`src/rtl/stack_unit.sv`:
```
// Return-address stack sequencer: pushes a 16-bit address for JSR and pulls it
// back for RTS, one byte per cycle, inside a fixed 256-byte stack page.
module stack_unit #(
    parameter logic [7:0] STACK_PAGE = 8'h01,
    parameter logic [7:0] SP_RESET   = 8'hFD
) (
    input  logic        clk,
    input  logic        reset,
    input  logic        jsr_start,
    input  logic        rts_start,
    input  logic [15:0] ret_addr,
    input  logic        sp_load,
    input  logic [7:0]  sp_in,
    input  logic [7:0]  mem_rdata,
    output logic [15:0] mem_addr,
    output logic [7:0]  mem_wdata,
    output logic        mem_we,
    output logic        mem_re,
    output logic [15:0] pc_addr,
    output logic        pc_load,
    output logic        busy,
    output logic [7:0]  sp
);

    typedef enum logic [2:0] {
        IDLE,
        PUSH_H,
        PUSH_L,
        PULL_L,
        PULL_H,
        RET
    } state_e;

    state_e      state_q, state_d;
    logic [7:0]  sp_q, sp_d;
    logic [15:0] ret_q, ret_d;
    logic [7:0]  lo_q, lo_d;
    logic [15:0] pc_q, pc_d;

    logic [7:0]  sp_inc;
    logic [7:0]  sp_dec;
    logic [15:0] pulled_inc;

    // 8-bit sums keep the pointer wrapping inside the stack page.
    assign sp_inc     = sp_q + 8'd1;
    assign sp_dec     = sp_q - 8'd1;
    assign pulled_inc = {mem_rdata, lo_q} + 16'd1;

    always_ff @(posedge clk) begin
        if (reset) begin
            state_q <= IDLE;
            sp_q    <= SP_RESET;
            ret_q   <= 16'h0000;
            lo_q    <= 8'h00;
            pc_q    <= 16'h0000;
        end else begin
            state_q <= state_d;
            sp_q    <= sp_d;
            ret_q   <= ret_d;
            lo_q    <= lo_d;
            pc_q    <= pc_d;
        end
    end

    always_comb begin
        // NOTE: every output and next-state value gets a default first so no path leaves one unassigned (no latches).
        state_d   = state_q;
        sp_d      = sp_q;
        ret_d     = ret_q;
        lo_d      = lo_q;
        pc_d      = pc_q;
        mem_addr  = 16'h0000;
        mem_wdata = 8'h00;
        mem_we    = 1'b0;
        mem_re    = 1'b0;
        pc_load   = 1'b0;
        pc_addr   = pc_q;

        case (state_q)
            IDLE: begin
                if (jsr_start) begin
                    ret_d   = ret_addr;
                    state_d = PUSH_H;
                end else if (rts_start) begin
                    state_d = PULL_L;
                end else if (sp_load) begin
                    sp_d = sp_in;
                end
            end
            PUSH_H: begin
                mem_addr  = {STACK_PAGE, sp_q};
                mem_wdata = ret_q[15:8];
                mem_we    = 1'b1;
                sp_d      = sp_dec;
                state_d   = PUSH_L;
            end
            PUSH_L: begin
                mem_addr  = {STACK_PAGE, sp_q};
                mem_wdata = ret_q[7:0];
                mem_we    = 1'b1;
                sp_d      = sp_dec;
                state_d   = IDLE;
            end
            PULL_L: begin
                mem_addr = {STACK_PAGE, sp_inc};
                mem_re   = 1'b1;
                sp_d     = sp_inc;
                state_d  = PULL_H;
            end
            PULL_H: begin
                // Read data for the PULL_L strobe arrives this cycle.
                lo_d     = mem_rdata;
                mem_addr = {STACK_PAGE, sp_inc};
                mem_re   = 1'b1;
                sp_d     = sp_inc;
                state_d  = RET;
            end
            RET: begin
                pc_addr = pulled_inc;
                pc_d    = pulled_inc;
                pc_load = 1'b1;
                state_d = IDLE;
            end
            default: begin
                state_d = IDLE;
            end
        endcase
    end

    assign busy = (state_q != IDLE);
    assign sp   = sp_q;

endmodule
```
`config.mk`:
```
export PLATFORM = sky130hd
export DESIGN_NAME = stack_unit
export DESIGN_NICKNAME = d
export VERILOG_FILES = /design/src/rtl/stack_unit.sv
export SDC_FILE = /design/constraint.sdc
export NUM_CORES = 1
export LEC_CHECK = 0
export CAP_MARGIN = 5
export CORE_UTILIZATION = 47
export DETAILED_ROUTE_END_ITERATION = 8
export GPL_TIMING_DRIVEN = 0
export PLACE_DENSITY = 0.86
export SLEW_MARGIN = 30
export SYNTH_ARGS = -nofsm -noshare
export SYNTH_HDL_FRONTEND = slang
export SYNTH_SLANG_ARGS = --single-unit
```
`constraint.sdc`:
```
create_clock -name clk -period 2.45 [get_ports clk]
set_input_delay 0.3675 -clock clk [delete_from_list [all_inputs] [get_ports clk]]
set_output_delay 0.3675 -clock clk [all_outputs]
set_load 0.005 [all_outputs]
```
==> results of run 1 <==
## area by class of cell
cell class / instances / area, sq um
Tap cell: 75 / 93.84
Buffer: 33 / 289.0
Clock inverter: 2 / 12.51
Multi-Input combinational cell: 285 / 1752
Inverter: 11 / 46.29
Clock buffer: 6 / 72.57
Timing Repair Buffer: 101 / 973.4
Fill cell: 465 / 1672
Sequential cell: 51 / 1045
## cell usage in the layout, fill, tap and decap left out, types with 2 or more instances in the layout
master / netlist / layout
sky130_fd_sc_hd__buf_4: 14 / 28
sky130_fd_sc_hd__dfxtp_4: 0 / 5
sky130_fd_sc_hd__xor2_1: 7 / 7
sky130_fd_sc_hd__o211ai_1: 2 / 2
sky130_fd_sc_hd__a211oi_1: 4 / 4
sky130_fd_sc_hd__a221oi_1: 2 / 2
sky130_fd_sc_hd__buf_8: 0 / 2
sky130_fd_sc_hd__inv_4: 0 / 2
sky130_fd_sc_hd__dlymetal6s2s_1: 0 / 9
sky130_fd_sc_hd__mux2i_1: 7 / 7
sky130_fd_sc_hd__nor3_1: 9 / 8
sky130_fd_sc_hd__nand2_1: 60 / 59
sky130_fd_sc_hd__nand3_1: 10 / 8
sky130_fd_sc_hd__nor4_4: 1 / 3
sky130_fd_sc_hd__a221o_1: 2 / 2
sky130_fd_sc_hd__a21oi_1: 34 / 34
sky130_fd_sc_hd__a22oi_1: 10 / 10
sky130_fd_sc_hd__nor2_1: 42 / 41
sky130_fd_sc_hd__clkbuf_8: 2 / 7
sky130_fd_sc_hd__o21ai_0: 17 / 11
sky130_fd_sc_hd__clkbuf_1: 5 / 6
sky130_fd_sc_hd__o21ai_1: 4 / 9
sky130_fd_sc_hd__a21oi_2: 3 / 3
sky130_fd_sc_hd__nand4_1: 4 / 4
sky130_fd_sc_hd__buf_6: 4 / 11
sky130_fd_sc_hd__dfxtp_1: 51 / 42
sky130_fd_sc_hd__and2_1: 12 / 12
sky130_fd_sc_hd__a31oi_1: 2 / 2
sky130_fd_sc_hd__dlygate4sd2_1: 0 / 18
sky130_fd_sc_hd__nand3_4: 0 / 2
sky130_fd_sc_hd__o21ai_2: 1 / 2
sky130_fd_sc_hd__buf_2: 7 / 2
sky130_fd_sc_hd__clkdlybuf4s50_1: 0 / 52
sky130_fd_sc_hd__clkdlybuf4s15_1: 0 / 2
sky130_fd_sc_hd__inv_1: 9 / 8
sky130_fd_sc_hd__conb_1: 1 / 7
sky130_fd_sc_hd__xnor2_1: 13 / 12
sky130_fd_sc_hd__dfxtp_2: 0 / 4
sky130_fd_sc_hd__nor2_2: 1 / 2
## timing repair
item / in CTS / in global routing
resized for setup: 59 / 33
buffers inserted: 12 / 8
pin swaps: 6 / 6
setup endpoints to repair: 25 / 19
## critical path, delay by kind of cell, from the launching register on
family | cells | cell delay [ns]
AND/OR/NAND/NOR | 3 | 0.38
AO/OA/AOI/OAI | 2 | 0.39
buffers and inverters | 3 | 0.62
flip-flops | 1 | 0.35
## metal layers
layer	global-route usage (%)	vias up	routed length, um
li1	-	1501	-
met1	30.97	1510	3413
met2	47.20	186	4699
met3	5.795	41	702
met4	11.96	0	325
met5	0	-	0
## registers in the layout, summed over array words and instances, names as in the netlist
register and cells:
state_q 3, ret_q 16, sp 8, lo_q 8, pc_q 16
## worst max path at each step
stage                             from           to  slack (ns)
final                       state_q[2]  mem_addr[3]        0.02
after global routing        state_q[2]  mem_addr[3]       -0.07
after CTS                 mem_rdata[6]  pc_addr[15]        -0.1
after floorplan                  sp[0]        sp[6]        0.69
after detailed placement  mem_rdata[0]  pc_addr[15]       -0.35
after global placement    mem_rdata[0]  pc_addr[15]       -0.30
## logic make-up (layout without fill, tap and decap cells)
family                   after synthesis  count (layout)
adder cells (fa/ha/maj)                3               3
AO/OA/AOI/OAI                         95              95
buffers and inverters                 44             153
AND/OR/NAND/NOR                      153             153
XOR/XNOR                              20              20
flip-flops                            51              51
other                                  1               7
multiplexers                           7               7
## power by group through the flow
| stage | clock (mW) | combinational (mW) | sequential, mW |
|---|---|---|---|
| CTS | 0.485 | 0.687 | 0.918 |
| finish | 0.487 | 0.733 | 0.920 |
| global route | 0.526 | 0.795 | 0.926 |
| global placement | 0 | 0.648 | 0.932 |
| detailed placement | 0 | 0.663 | 0.936 |
| floorplan | 0 | 0.378 | 0.929 |
## through the flow
step | cells | util (%) | worst slack [ns] | hold WS [ns]
floorplan | 380 | - | 0.6861 | 0.4360
finish | 564 | 71.93 | 0.02243 | 0.4649
global placement | 536 | 64.39 | -0.2967 | 0.4429
global route | 564 | 71.93 | -0.06805 | 0.4889
CTS | 556 | 69.31 | -0.09560 | 0.4635
detailed placement | 536 | 64.39 | -0.3496 | 0.4506
==> impl_summary.txt, run 1 <==
----------------------------------------------------
[Timing]
  Top achievable clock speed ... ~0.41 GHz
  Total negative slack ... 0 ns
  Worst clock skew on the final layout ... around 0.012 ns
  Worst-Margin Slew ... between 0.5 and 0.6 ns
  Number of setup violations in the final report ... 0
  Share of the cycle needed by the critical path after routing ... roughly 100%
  Hold Vio Cnt, Final ... 0
  Final critical delay including setup and external delays ... 2.428 ns
  Final Max Slew Viols ... 0
  Worst-case headroom to the max-slew limit ... between 60 and 70%

[Logic synthesis]
  Compound-cell area share of the yosys netlist ... a little over a fifth
  Area share of xor/xnor cells in the synthesized design ... under 10%
  Largest family of logic cells by synthesized area ... simple AND/OR/NAND/NOR gates
  Part of the Yosys area used for sequential elements ... a little over a third
  Cell type contributing the most total cell area after synthesis ... sky130_fd_sc_hd__dfxtp_1
  Yosys warnings ... 0
  Primary flip-flop cell chosen by synthesis mapping ... sky130_fd_sc_hd__dfxtp_1
  Post-synthesis simple-gate area fraction ... 24.27%
  Multiplexer share of the synthesized area ... 2.410%
  Number of distinct library cells after synthesis ... 56
  Syn Area/Cell ... ~8 sq um
  Synth cell count leaders ... sky130_fd_sc_hd__nand2_1 (60), sky130_fd_sc_hd__dfxtp_1 (51), sky130_fd_sc_hd__nor2_1 (42)
  Cell types occupying the most area after synthesis ... sky130_fd_sc_hd__dfxtp_1 (35%), sky130_fd_sc_hd__nand2_1 (7.7%), sky130_fd_sc_hd__a21oi_1 (5.9%)
  Cell with the most instances after synthesis ... sky130_fd_sc_hd__nand2_1
  Number of enable flip-flop cells after synthesis ... 0
  Synthesized-area fraction occupied by adder cells ... between 1 and 1.5%
  Fraction of registers with async set/reset ... 0%
  Yosys top cell area share ... approximately a third
  Count of mapped cells out of synthesis ... around 370
  Area of the mapped netlist ... about 2900 sq um
  Flops & latches, synth ... 51

[Critical path]
  Max stage delay cell, worst path ... sky130_fd_sc_hd__dfxtp_1
  Most prevalent standard cell on the critical path ... sky130_fd_sc_hd__nor2_1
  Type of element launching the critical path ... flop
  Critical Path Fanout Max ... 10
  Critical-path cell list ... buf_6 > nor3b_4 > o21ba_2 > clkbuf_4 > nor2_1 > nor2_1 > a31oi_1 > dlygate4sd2_1
  Crit Path Class ... reg -> out
  Maximum single-stage delay on the critical path ... about 0.35 ns
  Arrival time at the worst endpoint ... around 2.1 ns
  Startpoint of the worst-slack reg-to-reg timing path ... sp[1]
  Internal reg-to-reg setup slack ... about 0.49 ns
  Terminus of the critical flop-to-flop path ... sp[6]
  Capturing element type of the critical path ... output port
  Critical Path RT ... about 2.1 ns
  Cell depth of the worst flop-to-flop path ... 7

[Power and ir drop]
  Comb power frac ... 34.2%
  Part of the power in the clock network ... between 20% and 30%
  Proportion of total power due to net switching ... between 30% and 40%
  Internal power ... roughly 1.5 mW
  PwrDens ... 499.7 nW/um^2
  Design Power ... approximately 2.1 mW
  Sequential share of power ... 43.0%
  Peak supply drop ... ~310 uV
  Static leakage power ... around 1.8 nW
  Switching power total ... between 600 and 700 uW

[Global route]
  Overall routing resource usage ... ~27%
  Vias in the first global route ... a little under 3,000
  Initial antenna violation count ... 0
  Overflow left after global routing ... 0
  Maximum number of pins on one net before global-route repair ... 16
  Global-route wire length before repair ... around 13 mm

[Clock tree]
  H-Tree Depth ... 2
  Maximum clock insertion buffer count ... 2
  Count of hold buffers inserted by post-cts repair ... 0
  Num CTS Buffers ... 5
  CTS tree ... built
  Root Driver ... sky130_fd_sc_hd__clkbuf_8
  Skew-Pair Late Insertion Delay ... approximately 0.31 ns
  Register clock-pin slew on the reported worst setup and hold paths ... 0.10 ns
  Number of clock sinks ... 51

[Floorplanning]
  Initial Utilization ... between 40% and 50%
  Core Rows ... 28
  Floorplan die area ... 6505 sq um
  Ports ... 89
  Die extent in x ... between 80 and 90 um
  Die height ... between 80 and 90 um
  Area inside the core boundary ... roughly 6000 sq um

[Placement]
  Placement Cell Area ... roughly 3800 sq um
  Final GP Congestion ... between 0.8 and 0.9
  PortBufs ... 81
  DP HPWL ... around 5.7 mm

[Flow run]
  Total of max-cap violations ... 0

[Route]
  Count of vias placed by the detailed router ... 3,238
  DRT Pass-1 Iters ... 8
  Number of vias per cell ... between 5 and 6
  Number of DRC markers after the initial detailed-route iteration ... 250
  Final routed DRC violation total ... 0
  WL/cell ... 16.21 um
  Routed wire length ... between 9 and 10 mm
  Detail Route Antenna Nets ... 0

[Finish]
  Antenna diodes ... 0
  Final design instance area without fill ... 4284 sq um
  Nets@finish ... between 500 and 600
  Fraction of final layout cells with drive strength greater than 1 ... between 10% and 20%
  Layout overhead on the synthesized area ... 47.33%

[Worst hold path]
  Hold Path End ... ret_q[6]
  Cells on Worst Hold Path ... 2
  Tightest Hold Check Type ... reg -> reg
  Critical hold path startpoint ... ret_q[6]

[Run status]
  Run status ... complete, no violations

----------------------------------------------------
Power figures use the tool's default switching activity.
==> inputs of run 2 (changes only) <==
--- a/config.mk
+++ b/config.mk
@@ -5,11 +5,12 @@
 export SDC_FILE = /design/constraint.sdc
 export NUM_CORES = 1
 export LEC_CHECK = 0
+export ABC_AREA = 1
 export CAP_MARGIN = 5
 export CORE_UTILIZATION = 47
 export DETAILED_ROUTE_END_ITERATION = 8
 export GPL_TIMING_DRIVEN = 0
-export PLACE_DENSITY = 0.86
+export PLACE_DENSITY = 0.8
 export SLEW_MARGIN = 30
 export SYNTH_ARGS = -nofsm -noshare
 export SYNTH_HDL_FRONTEND = slang
==> run 2 against run 1 <==
Against the previous run:
- sequential power grew 8.6%
- global-route usage shrank 2.6 points
- clock-buffer cell count is the same
- critical endpoint is now pc_addr[14]
- routed wire length shrank 14%
==> impl_summary.txt, run 2 <==
----------------------------------------------------
[Finish]
  Most common cell after layout, fill and taps aside ... sky130_fd_sc_hd__nand2_1
  Nets@finish ... between 500 and 600
  Layout overhead on the synthesized area ... 41.10%
  Most used cells in the layout excluding fill and tap cells ... sky130_fd_sc_hd__nand2_1 (97), sky130_fd_sc_hd__clkdlybuf4s50_1 (73), sky130_fd_sc_hd__inv_1 (59), sky130_fd_sc_hd__a21oi_1 (40)
  Leading registers by flop count ... pc_q x16, ret_q x16
  Fraction of final layout cells with drive strength greater than 1 ... a little over an eighth
  Final design utilization ... approximately 69%
  Antenna diodes ... 0

[Power and ir drop]
  Peak supply drop ... around 370 uV
  PwrDens ... approximately 630 nW/um^2
  Static leakage power ... about 1.9 nW

[Flow run]
  Total of max-cap violations ... 0

[Route]
  Final routed DRC violation total ... 0
  Number of DRC markers after the initial detailed-route iteration ... between 200 and 250
  DRT Pass-1 Iters ... 5
  Count of vias placed by the detailed router ... roughly 3,200
  WL/cell ... approximately 13 um
  Number of vias per cell ... 5.231
  Detail Route Antenna Nets ... 0
  Routed wire length ... about 7.8 mm

[Logic synthesis]
  Cell with the most instances after synthesis ... sky130_fd_sc_hd__nand2_1
  Flops & latches, synth ... between 50 and 60
  Synth cell count leaders ... sky130_fd_sc_hd__nand2_1 (100), sky130_fd_sc_hd__inv_1 (60), sky130_fd_sc_hd__dfxtp_1 (51)
  Area of the mapped netlist ... 2904 sq um
  Cell types occupying the most area after synthesis ... sky130_fd_sc_hd__dfxtp_1 (35%), sky130_fd_sc_hd__nand2_1 (13%), sky130_fd_sc_hd__inv_1 (7.8%)
  Synthesized-area fraction occupied by adder cells ... approximately 1.3%
  Count of mapped cells out of synthesis ... 443
  Primary flip-flop cell chosen by synthesis mapping ... sky130_fd_sc_hd__dfxtp_1
  Number of enable flip-flop cells after synthesis ... 0
  Number of distinct library cells after synthesis ... 36
  Multiplexer share of the synthesized area ... 0%
  Yosys warnings ... 0
  Post-synthesis simple-gate area fraction ... between 30% and 40%
  Largest family of logic cells by synthesized area ... simple AND/OR/NAND/NOR gates
  Part of the Yosys area used for sequential elements ... a little over a third
  Area share of xor/xnor cells in the synthesized design ... less than 1%
  Compound-cell area share of the yosys netlist ... 17.71%
  Yosys top cell area share ... 35.16%
  Cell type contributing the most total cell area after synthesis ... sky130_fd_sc_hd__dfxtp_1
  Fraction of registers with async set/reset ... 0%
  Syn Area/Cell ... 6.555 sq um

[Floorplanning]
  Die extent in x ... 80.61 um
  Area inside the core boundary ... 5956 sq um
  Die height ... approximately 81 um
  Ports ... slightly below 90
  Initial Utilization ... about half
  Core Rows ... 28
  Floorplan die area ... about 6500 sq um

[Run status]
  Run status ... complete, no violations

[Timing]
  RSZ-0062 raised after global routing ... true
  Final Max Slew Viols ... 0
  Number of setup violations in the final report ... 0
  Worst-case headroom to the max-slew limit ... 65.61%
  Top achievable clock speed ... between 0.4 and 0.5 GHz
  Worst-Margin Slew ... between 0.5 and 0.6 ns
  Hold Vio Cnt, Final ... 0
  Worst clock skew on the final layout ... between 0.007 and 0.008 ns
  Worst hold slack after final layout ... between 0.4 and 0.5 ns
  Share of the cycle needed by the critical path after routing ... between 90% and 100%
  Final critical delay including setup and external delays ... 2.393 ns

[Placement]
  PortBufs ... 80
  Final GP Congestion ... slightly below 0.9
  DP HPWL ... 5.717 mm

[Clock tree]
  Number of clock sinks ... a little over 50
  Skew-Pair Late Insertion Delay ... approximately 0.30 ns
  Num CTS Buffers ... 5
  Count of hold buffers inserted by post-cts repair ... 0
  Maximum clock insertion buffer count ... 2
  CTS tree ... built
  Root Driver ... sky130_fd_sc_hd__clkbuf_8
  H-Tree Depth ... 2
  Register clock-pin slew on the reported worst setup and hold paths ... 0.09 ns

[Critical path]
  Critical Path Fanout Max ... 4
  Crit path max-delay family ... simple AND/OR/NAND/NOR gates
  Arrival time at the worst endpoint ... around 2.0 ns
  Capturing element type of the critical path ... output port
  Type of element launching the critical path ... flop
  Critical Path RT ... approximately 2.1 ns
  CP Buf/Inv Count ... 2
  Maximum single-stage delay on the critical path ... 0.48 ns
  Critical-path cell list ... ha_2 > nand2_2 > nor3_2 > nand4_1 > nand3_1 > nand2_1 > inv_1 > clkdlybuf4s50_1
  Crit Path Class ... reg -> out
  Max stage delay cell, worst path ... sky130_fd_sc_hd__clkdlybuf4s50_1

[Global route]
  Vias in the first global route ... 2,853
  Maximum number of pins on one net before global-route repair ... 16
  Overall routing resource usage ... between 20% and 30%
  Overflow left after global routing ... 0
  Initial antenna violation count ... 0
  Global-route wire length before repair ... between 10 and 15 mm

[Worst hold path]
  Tightest Hold Check Type ... reg -> reg

----------------------------------------------------
-- run 2: stage by stage --
stage | worst slack (ns) | instances | power (mW) | cell area (sq um) | setup TNS [ns]
5_1_grt | -0.06948 | 616 | 2.748 | 4098 | -0.1568
6_report | 0.05698 | 616 | 2.589 | 4098 | 0
4_1_cts | 0.001614 | 616 | 2.558 | 4018 | 0
3_3_place_gp | -0.1280 | 604 | 1.841 | 3821 | -0.1674
3_5_place_dp | -0.1332 | 604 | 1.864 | 3821 | -0.1820
2_1_floorplan | 0.9377 | 449 | 1.472 | 2927 | 0
-- run 2: cells by family (layout without fill, tap and decap cells) --
family | Yosys count | after routing
XOR/XNOR | 2 | 2
AND/OR/NAND/NOR | 205 | 205
AO/OA/AOI/OAI | 98 | 98
adder cells (fa/ha/maj) | 3 | 3
flip-flops | 51 | 51
other | 1 | 7
buffers and inverters | 83 | 175
-- run 2: path summary, 6_finish.rpt --
path | slack, ns | start | end | depth (start not counted)
worst max-delay path | 0.06 | lo_q[0] | pc_addr[14] | 8
worst min register to register | 0.46 | ret_q[4] | ret_q[4] | 2
worst max register to register | 0.85 | sp[0] | sp[6] | 11
worst min-delay path | 0.46 | ret_q[4] | ret_q[4] | 2
-- run 2: report_power, final --
part / switching (mW) / internal (mW)
registers: 0.0835 / 0.916
clock network: 0.273 / 0.408
logic: 0.482 / 0.426
-- run 2: metal layers --
layer | share of wire [%] | vias up | track usage (%)
li1 | - | 1612 | -
met2 | 50 | 134 | 43.31
met4 | 1.4 | 0 | 6.786
met3 | 6.7 | 12 | 4.659
met1 | 42 | 1464 | 29.17
met5 | 0 | - | 0
-- run 2: tightest hold or removal path, stage by stage (launching register included) --
cell                      delay (ns)
sky130_fd_sc_hd__dfxtp_1        0.31
sky130_fd_sc_hd__inv_1          0.06
sky130_fd_sc_hd__a21oi_1        0.06
-- run 2: final cells by class --
| type | count | area (sq um) |
|---|---|---|
| Sequential cell | 51 | 1041 |
| Multi-Input combinational cell | 315 | 1617 |
| Inverter | 63 | 239.0 |
| Clock inverter | 2 | 60.06 |
| Buffer | 19 | 126.4 |
| Tap cell | 75 | 93.84 |
| Fill cell | 527 | 1858 |
| Clock buffer | 6 | 72.57 |
| Timing Repair Buffer | 85 | 848.3 |
-- run 2: repair_timing --
action | 4_1_cts | 5_1_grt
resized for setup | 13 | 34
setup buffers | 4 | 1
endpoints found under the hold margin | 0 | 0
endpoints found under the setup margin | 8 | 19
pin swaps | 1 | 2
